===== src/rtl/game_master_param.sv =====
// rtl/game_master_param.sv - bingo game master FSM; define GAME_TURN_TIMEOUT_EN to add the guess-turn timeout
module game_master_param #(
    parameter int  BOARD_N     = 5,
    parameter int  WIN_LINES   = 5,
    parameter int  TIMEOUT_CYC = 50_000_000,
    localparam int C           = BOARD_N * BOARD_N,
    localparam int NUM_W       = $clog2(C + 1)
) (
    input  logic                 clk,
    input  logic                 rst,
    input  logic                 start_game,
    input  logic                 enter_pulse,
    input  logic [NUM_W-1:0]     num_in,
    output logic                 tx_valid,
    input  logic                 tx_ready,
    output logic [2:0]           tx_type,
    output logic [NUM_W-1:0]     tx_number,
    input  logic                 rx_valid,
    input  logic [2:0]           rx_type,
    input  logic [NUM_W-1:0]     rx_number,
    output logic [NUM_W*C-1:0]   map,
    output logic [C-1:0]         circle,
    output logic [3:0]           state,
    output logic                 err_pulse,
    output logic                 timeout_pulse
);

    localparam int IDXW = $clog2(C);
    localparam int LCW  = $clog2(2 * BOARD_N + 3);

    localparam logic [2:0] MSG_START = 3'd0;
    localparam logic [2:0] MSG_TURN  = 3'd1;
    localparam logic [2:0] MSG_SEL   = 3'd2;
    localparam logic [2:0] MSG_WIN   = 3'd3;

    if (BOARD_N < 3 || BOARD_N > 7 || WIN_LINES < 1 || WIN_LINES > 2 * BOARD_N + 2 ||
        TIMEOUT_CYC < 1) begin : g_bad_params
        $error("game_master_param: parameter out of legal range");
    end

    // State codes follow the listed order, IDLE = 0 through FIN = 11.
    typedef enum logic [3:0] {
        IDLE        = 4'd0,
        SEND_START  = 4'd1,
        SEL         = 4'd2,
        SEND_TURN   = 4'd3,
        WAIT_P2_SEL = 4'd4,
        GUESS       = 4'd5,
        CHECK_L     = 4'd6,
        SEND_SEL    = 4'd7,
        SEND_WIN    = 4'd8,
        WAIT_P2     = 4'd9,
        CHECK_R     = 4'd10,
        FIN         = 4'd11
    } state_t;

    state_t             state_q, state_d;
    logic [NUM_W*C-1:0] map_q;
    logic [C-1:0]       circle_q;
    logic [NUM_W-1:0]   sel_idx_q;
    logic [NUM_W-1:0]   last_num_q;

    logic               num_ok, rx_ok;
    logic               num_hit, rx_hit;
    logic [IDXW-1:0]    num_idx, rx_idx;
    logic [BOARD_N-1:0] row_full, col_full;
    logic [1:0]         diag_full;
    logic [LCW-1:0]     line_cnt;
    logic               win;

    logic               do_place, do_mark, set_err, clear_all;
    logic [IDXW-1:0]    mark_idx;
    logic [NUM_W-1:0]   mark_num;

    assign map    = map_q;
    assign circle = circle_q;
    assign state  = state_q;

    assign num_ok = (num_in != '0) && (num_in <= NUM_W'(C));
    assign rx_ok  = (rx_number != '0) && (rx_number <= NUM_W'(C));

    // Locate the cells holding num_in and rx_number; unfilled cells hold 0 so never match a legal number.
    always_comb begin
        num_hit = 1'b0;
        rx_hit  = 1'b0;
        num_idx = '0;
        rx_idx  = '0;
        for (int i = 0; i < C; i++) begin
            if (map_q[i*NUM_W +: NUM_W] == num_in) begin
                num_hit = 1'b1;
                num_idx = IDXW'(i);
            end
            if (map_q[i*NUM_W +: NUM_W] == rx_number) begin
                rx_hit = 1'b1;
                rx_idx = IDXW'(i);
            end
        end
    end

    // Count completed rows, columns and both diagonals from the registered circle bits.
    always_comb begin
        row_full  = '1;
        col_full  = '1;
        diag_full = '1;
        for (int r = 0; r < BOARD_N; r++) begin
            for (int c = 0; c < BOARD_N; c++) begin
                if (!circle_q[r*BOARD_N+c]) begin
                    row_full[r] = 1'b0;
                    col_full[c] = 1'b0;
                end
            end
            if (!circle_q[r*BOARD_N+r])
                diag_full[0] = 1'b0;
            if (!circle_q[r*BOARD_N+(BOARD_N-1-r)])
                diag_full[1] = 1'b0;
        end
        line_cnt = LCW'(diag_full[0]) + LCW'(diag_full[1]);
        for (int i = 0; i < BOARD_N; i++)
            line_cnt = line_cnt + LCW'(row_full[i]) + LCW'(col_full[i]);
    end

    assign win = (line_cnt >= LCW'(WIN_LINES));

`ifdef GAME_TURN_TIMEOUT_EN
    localparam int TW = $clog2(TIMEOUT_CYC + 1);

    logic [TW-1:0]   timer_q;
    logic            timer_hit;
    logic            free_hit;
    logic [IDXW-1:0] free_idx;
    logic            set_tout;

    assign timer_hit = (timer_q == TW'(TIMEOUT_CYC - 1));

    // Find the lowest-index unmarked cell for the automatic guess.
    always_comb begin
        free_hit = 1'b0;
        free_idx = '0;
        for (int i = C - 1; i >= 0; i--) begin
            if (!circle_q[i]) begin
                free_hit = 1'b1;
                free_idx = IDXW'(i);
            end
        end
    end

    // Guess-turn timer: zero outside GUESS, so it restarts on every entry into GUESS.
    always_ff @(posedge clk) begin
        if (rst || state_q != GUESS)
            timer_q <= '0;
        else
            timer_q <= timer_q + 1'b1;
    end

    // One-cycle flag marking an automatic guess.
    always_ff @(posedge clk) begin
        if (rst)
            timeout_pulse <= 1'b0;
        else
            timeout_pulse <= set_tout;
    end
`else
    assign timeout_pulse = 1'b0;
`endif

    // Next-state, board update requests and outbound message fields.
    always_comb begin
        state_d   = state_q;
        do_place  = 1'b0;
        do_mark   = 1'b0;
        mark_idx  = '0;
        mark_num  = '0;
        set_err   = 1'b0;
        clear_all = 1'b0;
        tx_valid  = 1'b0;
        tx_type   = MSG_START;
        tx_number = '0;
`ifdef GAME_TURN_TIMEOUT_EN
        set_tout  = 1'b0;
`endif
        case (state_q)
            IDLE: begin
                if (start_game)
                    state_d = SEND_START;
            end
            SEND_START: begin
                tx_valid = 1'b1;
                tx_type  = MSG_START;
                if (tx_ready)
                    state_d = SEL;
            end
            SEL: begin
                if (enter_pulse) begin
                    if (num_ok && !num_hit) begin
                        do_place = 1'b1;
                        if (sel_idx_q == NUM_W'(C - 1))
                            state_d = SEND_TURN;
                    end else begin
                        set_err = 1'b1;
                    end
                end
            end
            SEND_TURN: begin
                tx_valid = 1'b1;
                tx_type  = MSG_TURN;
                if (tx_ready)
                    state_d = WAIT_P2_SEL;
            end
            WAIT_P2_SEL: begin
                if (rx_valid && rx_type == MSG_TURN)
                    state_d = GUESS;
            end
            GUESS: begin
                if (enter_pulse && num_ok && num_hit && !circle_q[num_idx]) begin
                    do_mark  = 1'b1;
                    mark_idx = num_idx;
                    mark_num = num_in;
                    state_d  = CHECK_L;
                end else begin
                    set_err = enter_pulse;
`ifdef GAME_TURN_TIMEOUT_EN
                    if (timer_hit && free_hit) begin
                        do_mark  = 1'b1;
                        mark_idx = free_idx;
                        mark_num = map_q[int'(free_idx)*NUM_W +: NUM_W];
                        set_tout = 1'b1;
                        state_d  = CHECK_L;
                    end
`endif
                end
            end
            CHECK_L: begin
                state_d = win ? SEND_WIN : SEND_SEL;
            end
            SEND_SEL: begin
                tx_valid  = 1'b1;
                tx_type   = MSG_SEL;
                tx_number = last_num_q;
                if (tx_ready)
                    state_d = WAIT_P2;
            end
            SEND_WIN: begin
                tx_valid  = 1'b1;
                tx_type   = MSG_WIN;
                tx_number = last_num_q;
                if (tx_ready)
                    state_d = FIN;
            end
            WAIT_P2: begin
                if (rx_valid) begin
                    if (rx_type == MSG_SEL && rx_ok && rx_hit) begin
                        do_mark  = 1'b1;
                        mark_idx = rx_idx;
                        mark_num = rx_number;
                        state_d  = CHECK_R;
                    end else if (rx_type == MSG_WIN) begin
                        state_d = FIN;
                    end
                end
            end
            CHECK_R: begin
                state_d = win ? SEND_WIN : GUESS;
            end
            FIN: begin
                if (start_game) begin
                    clear_all = 1'b1;
                    state_d   = IDLE;
                end
            end
            default: state_d = IDLE;
        endcase
    end

    // State register, board storage and the rejected-entry flag.
    always_ff @(posedge clk) begin
        if (rst) begin
            state_q    <= IDLE;
            map_q      <= '0;
            circle_q   <= '0;
            sel_idx_q  <= '0;
            last_num_q <= '0;
            err_pulse  <= 1'b0;
        end else begin
            state_q   <= state_d;
            err_pulse <= set_err;
            if (clear_all) begin
                map_q     <= '0;
                circle_q  <= '0;
                sel_idx_q <= '0;
            end
            if (do_place) begin
                map_q[int'(sel_idx_q)*NUM_W +: NUM_W] <= num_in;
                sel_idx_q <= sel_idx_q + 1'b1;
            end
            if (do_mark) begin
                circle_q[mark_idx] <= 1'b1;
                last_num_q         <= mark_num;
            end
        end
    end

endmodule


===== config.mk =====
export PLATFORM = sky130hd
export DESIGN_NAME = game_master_param
export DESIGN_NICKNAME = d
export VERILOG_FILES = /design/src/rtl/game_master_param.sv
export SDC_FILE = /design/constraint.sdc
export NUM_CORES = 1
export LEC_CHECK = 0
export CORE_MARGIN = 1
export CORE_UTILIZATION = 59
export DETAILED_ROUTE_END_ITERATION = 7
export GPL_TIMING_DRIVEN = 0
export PLACE_DENSITY = 0.87
export SYNTH_ARGS = -nofsm -noshare
export SYNTH_HDL_FRONTEND = slang
export SYNTH_SLANG_ARGS = --single-unit

===== constraint.sdc =====
create_clock -name clk -period 12.3 [get_ports clk]
set_clock_uncertainty 0.15 [all_clocks]
set_input_delay 2.46 -clock clk [delete_from_list [all_inputs] [get_ports clk]]
set_output_delay 2.46 -clock clk [all_outputs]
set_load 0.02 [all_outputs]

==> results of run 1 <==
==> cell families (layout without fill, tap and decap cells) <==
| kind of cell | count (synthesis) | in the layout | share of synthesized area |
|---|---|---|---|
| mux | 4 | 4 | 0.00349 |
| fa+ha+maj | 15 | 15 | 0.0210 |
| other cells | 1 | 2 | 0.000327 |
| xor+xnor | 255 | 255 | 0.196 |
| compound gates | 286 | 286 | 0.170 |
| simple gates | 645 | 645 | 0.273 |
| buf+inv | 111 | 314 | 0.0479 |
| flops | 165 | 165 | 0.288 |
==> layout by cell type, fill, tap and decap left out, types with 8 or more instances in the layout <==
cell	n
nor3_1	83
dfxtp_1	165
ha_1	8
and3_1	28
nand4_1	10
nor2_1	153
inv_1	19
nand3_1	139
and2_1	28
xor2_1	144
a22o_1	16
a21oi_1	90
nand2_1	140
xnor2_1	110
clkbuf_16	17
buf_6	8
clkbuf_1	54
clkdlybuf4s50_1	171
a31oi_1	69
buf_2	18
o21ai_0	25
==> sequential cells by signal, indices dropped and copies added, names as in the netlist <==
register	count
circle	25
last_num_q	5
sel_idx_q	5
map	125
state	4
err_pulse	1
==> path summary, 6_finish.rpt <==
kind,cells past startpoint,slack [ns],endpoint,from
worst max-delay path,14,5.11,map[69]$_SDFF_PP0_,num_in[1]
worst min-delay path,2,0.36,last_num_q[2]$_SDFFE_PP0P_,last_num_q[2]$_SDFFE_PP0P_
worst max register to register,16,6.92,state[3]$_SDFFE_PP0P_,circle[9]$_SDFF_PP0_
worst min register to register,2,0.36,last_num_q[2]$_SDFFE_PP0P_,last_num_q[2]$_SDFFE_PP0P_
==> routing by layer <==
layer | share of wire | routed length [microns] | track usage | vias up
met1 | 0.36 | 16200 | 0.547 | 5964
met5 | 0 | 0 | 0 | -
met2 | 0.43 | 19300 | 0.686 | 1041
met4 | 0.074 | 3320 | 0.308 | 0
li1 | - | - | - | 5608
met3 | 0.13 | 6050 | 0.123 | 253
==> layout make-up <==
class | count | area, sq um
Fill cell | 1522 | 4840
Sequential cell | 165 | 3300
Buffer | 92 | 478
Inverter | 19 | 71.3
Clock buffer | 21 | 460
Multi-Input combinational cell | 1207 | 7610
Tap cell | 260 | 325
Clock inverter | 11 | 92.6
Timing Repair Buffer | 171 | 1710
==> worst reg2reg max path: stages (launching register included) <==
cell	delay (ns)
dfxtp_1	0.48
and3_1	0.22
nand3_1	0.11
fa_1	0.54
fa_1	0.57
fa_1	0.42
fa_1	0.44
inv_1	0.07
ha_1	0.16
inv_1	0.06
fa_1	0.53
nand2b_1	0.06
a221oi_1	0.86
o21ai_0	0.19
nand2_1	0.11
nand2_1	0.06
a32o_1	0.25
==> metrics by stage <==
step / std cells / hold WS (ns) / setup slack, ns / util
2_1_floorplan: 1483 / 0.311 / 6.41 / -
3_3_place_gp: 1914 / 0.339 / 5.18 / 0.715
3_5_place_dp: 1914 / 0.341 / 5.16 / 0.715
4_1_cts: 1946 / 0.360 / 5.52 / 0.744
5_1_grt: 1946 / 0.372 / 5.14 / 0.744
6_report: 1946 / 0.358 / 5.11 / 0.744
==> report_power, final <==
group	internal (mW)	leakage, nW	switching [mW]
Clock	0.273	0.262	0.249
Combinational	0.0972	3.49	0.184
Sequential	0.540	1.33	0.00602
Total	0.910	5.08	0.439
==> impl_metrics.tcl, run 1 <==
set metrics [dict create \
    fin_total_pwr_mw 1.35 \
    track_usage 0.448 \
    diodes 0 \
    cts_tree "built" \
    cts_buffer_depth 2 \
    initial_core_util 0.606 \
    slowest_stage "nor3_1" \
    path_clk_slew_ns 0.07 \
    yosysMostFrequentCell "dfxtp_1" \
    critPathTopFamily "simple AND/OR/NAND/NOR gates" \
    area_delta_synth_final_pct 22.7 \
    maxSlewHeadroom 0.296 \
    cts_hold_buf 0 \
    yosysWarnings 0 \
    crit_path_start_kind "input pin" \
    cts.sinks 165 \
    ant_nets 0 \
    die_height_microns 141 \
    tightest_slew_ns 1.05 \
    worstSetupPathType "in -> reg" \
    crit_fanout 10 \
    synth_cell_types 81 \
    routedWlPerCell_microns 23.1 \
    ys_top_cells_by_count "dfxtp_1 (165), nor2_1 (153), xor2_1 (144)" \
    grt_remaining_overflow 0 \
    syn_inst 1482 \
    hp-class "reg -> reg" \
    end_kind "flop" \
    maxCapViolations 0 \
    die_area_sq_um 20000 \
    core_area_sq_um 18900 \
    critical_path.max_stage_delay_ns 0.87 \
    io_pins 184 \
    status "complete, no violations" \
    ys_seq_area_frac 0.288 \
    slew_viol_final 0 \
    fp-row-count 50 \
    finalInstanceArea_sq_um 14100 \
    root_buffer "clkbuf_16" \
    cts_made_buffers 17 \
    drt_first_pass_iters 7 \
    grt_max_degree 17 \
    peakVddDrop_v 0.000112 \
    synth_seq_cells 165 \
    drt_iter0_markers 1791 \
    post_cts_buffers 0 \
    worstPathRequired_ns 12.48 \
    fmax_ghz 0.139 \
    gp_congestion 1.02 \
    htreeDepth 4 \
    min_period_ns 7.19 \
    hold_viol_final 0 \
    die_w_microns 141 \
    wirelength_microns 44900 \
    synth-edff-count 0 \
    setup_viol 0 \
    arrival_ns 7.37 \
    crit_chain "buf_4, buf_4, xor2_1, nor3_1, nand3_1, nand4_1, nor4_1, nand4_1, nor3_2, nand2_1, nor3_1, nand2_1, a31oi_1, nor2_1" \
    rsz0062_at_grt "false" \
    synth_area_per_cell_sq_um 7.73 \
    dpl.hpwl_microns 32300 \
    setup_tns_ns 0 \
    vias_per_cell 6.61 \
    synth.largest_area_cell "dfxtp_1" \
    remaining_drc_errors 0 \
    synth.cell_area_sq_um 11500 \
    antenna_found_initial 0 \
    portBuffers 171 \
    first_global_vias 11700 \
    post-route-period-util 0.585 \
    power.leakage_nw 5.08 \
    via_count 12900 \
    cts.repair.resized 0 \
    final_layout_size_suffix_gt1_frac 0.0575 \
    nets 1707 \
    yosys_most_used_dff "dfxtp_1" \
    yosysTopAreaCellShare 0.288 \
    synth-async-reset-ratio 0 \
    clkLatencyLatePin_ns 0.45 \
    grt_first_pass_wirelength_microns 67500 \
    powerDensity_nw_per_um2 96.0 \
    place_area_sq_um 13500 \
    yosys-top-cells-area "dfxtp_1 (29%), xor2_1 (11%), xnor2_1 (8.4%)" \
    crit_buf_inv 2 \
]
Power figures use the tool's default switching activity.
==> run 2, diff against run 1 <==
CORE_UTILIZATION = 50   (was 59)
PLACE_DENSITY = 0.78   (was 0.87)
clock period = 6.35 ns   (was 12.3 ns; I/O delays follow)
==> run 2 against run 1 <==
Net effect:
- global-route usage is 7.4 points lower
- worst setup slack worse by 4.9 ns
- sequential share of layout area shrank 0.15 points
- critical path type unchanged
- largest power group is now the clock network
==> impl_metrics.tcl, run 2 (synthesized netlist as in run 1, its figures left out) <==
set metrics [dict create \
    status "complete, no violations" \
    powerDensity_nw_per_um2 192 \
    comb_power_share 0.200 \
    cts_tree "built" \
    final_cell_mix "clkdlybuf4s50_1 (171), dfxtp_1 (165), nor2_1 (153), xor2_1 (144), nand2_1 (140)" \
    post-route-period-util 0.972 \
    grt_first_pass_wirelength_microns 67400 \
    cts_made_buffers 17 \
    hold_viol_final 0 \
    via_count 12500 \
    regArea_sq_um 3300 \
    area_delta_synth_final_pct 23.5 \
    end_kind "flop" \
    core_area_sq_um 22600 \
    fmax_ghz 0.162 \
    remaining_drc_errors 0 \
    post-route-util 0.627 \
    drt_first_pass_iters 6 \
    critPathTopFamily "simple AND/OR/NAND/NOR gates" \
    crit_fanout 10 \
    worst_slack_ns 0.176 \
    largest_reg_flops 125 \
    crit_buf_inv 2 \
    fillers 2025 \
    die_height_microns 153 \
    post_cts_buffers 0 \
    tightest_slew_ns 1.30 \
    pwr-share-seq 0.388 \
    setup_viol 0 \
    htreeDepth 4 \
    worstPathRequired_ns 6.52 \
    crit_chain "buf_6, buf_4, xor2_1, nor3_1, nand3_1, nand4_1, nor4_1, nand4_1, nor3_2, nand2_1, nor3_1, nand2_1, a31oi_1, nor2_1" \
    clkPwrFrac 0.412 \
    multi_input_area_sq_um 7610 \
    min_period_ns 6.17 \
    ant_nets 0 \
    grt_max_degree 18 \
    gp_congestion 0.981 \
    peakVddDrop_v 0.000182 \
    first_global_vias 11600 \
    maxSlewHeadroom 0.123 \
    slew_viol_final 0 \
    critical_path.max_stage_delay_ns 1.06 \
    final_layout_size_suffix_gt1_frac 0.0587 \
    path_clk_slew_ns 0.07 \
    slowest_stage "nor3_1" \
    nets 1707 \
    vias_per_cell 6.34 \
    drt_iter0_markers 1345 \
    arrival_ns 6.35 \
    die_w_microns 153 \
    cts_buffer_depth 2 \
    root_buffer "clkbuf_16" \
    setup_tns_ns 0 \
    hp-class "reg -> reg" \
    track_usage 0.374 \
    grt_remaining_overflow 0 \
    layout_commonest_cell "clkdlybuf4s50_1" \
    cts_hold_buf 0 \
    fp-row-count 55 \
    crit_path_start_kind "input pin" \
    rsz0062_at_grt "false" \
    power.leakage_nw 5.12 \
    clkLatencyLatePin_ns 0.45 \
    cts.repair.resized 0 \
    worstSetupPathType "in -> reg" \
    p_int_mw 1.83 \
    wirelength_microns 44800 \
    diodes 0 \
    portBuffers 171 \
    routedWlPerCell_microns 22.7 \
    dpl.hpwl_microns 32800 \
    cts.sinks 165 \
    switching_share 0.326 \
    initial_core_util 0.508 \
    maxCapViolations 0 \
    switchingPower_uw 887 \
    antenna_found_initial 0 \
    io_pins 184 \
    place_ws_ns 0.0737 \
    die_area_sq_um 23500 \
]
-- run 2: cell types whose count changed in the layout (fill, tap and decap cells not counted), sizes merged --
cell | before | now
clkinv | 3 | 2
bufinv | 0 | 2
clkinvlp | 3 | 1
inv | 24 | 29
clkbuf | 74 | 70
-- run 2: path summary, 6_finish.rpt --
path                                    from                          to  slack (ns)  depth (start not counted)
setup / recovery                   num_in[3]          map[79]$_SDFF_PP0_        0.18                         14
hold / removal    last_num_q[1]$_SDFFE_PP0P_  last_num_q[1]$_SDFFE_PP0P_        0.37                          2
setup reg to reg         map[116]$_SDFF_PP0_          map[79]$_SDFF_PP0_        0.81                         14
hold reg to reg   last_num_q[1]$_SDFFE_PP0P_  last_num_q[1]$_SDFFE_PP0P_        0.37                          2
-- run 2: power groups by stage --
stage | registers, mW | logic (mW) | clock network (mW)
CTS | 1.06 | 0.529 | 1.11
global placement | 1.08 | 0.519 | 0
global route | 1.06 | 0.581 | 1.16
finish | 1.06 | 0.544 | 1.12
detailed placement | 1.08 | 0.526 | 0
floorplan | 1.09 | 0.362 | 0
-- run 2: stage by stage --
step / cells / power, mW / cell area (sq um) / hold slack [ns]
after floorplan: 1483 / 1.45 / 11500 / 0.311
after global placement: 1939 / 1.60 / 13500 / 0.333
after detailed placement: 1939 / 1.61 / 13500 / 0.347
after CTS: 1971 / 2.69 / 14100 / 0.365
after global routing: 1971 / 2.79 / 14100 / 0.397
final: 1971 / 2.72 / 14100 / 0.366
-- run 2: tightest hold or removal path, stage by stage, from the launching register on --
cell and delay [ns]:
dfxtp_1 0.33, a221oi_1 0.08, nor2_1 0.07
-- run 2: final cells by class --
class                           instances  area share
Clock buffer                           17      0.0301
Clock inverter                         15      0.0132
Buffer                                 92      0.0338
Tap cell                              285      0.0252
Sequential cell                       165       0.233
Multi-Input combinational cell       1207       0.538
Timing Repair Buffer                  171       0.121
Inverter                               19     0.00504
-- run 2: layer usage --
layer	part of all wire	wire (microns)	up-vias	global-route usage
met5	0	0	-	0
met4	0.070	3130	0	0.262
met3	0.11	5080	210	0.0822
met2	0.43	19400	854	0.574
met1	0.38	17200	5832	0.466
li1	-	-	5601	-
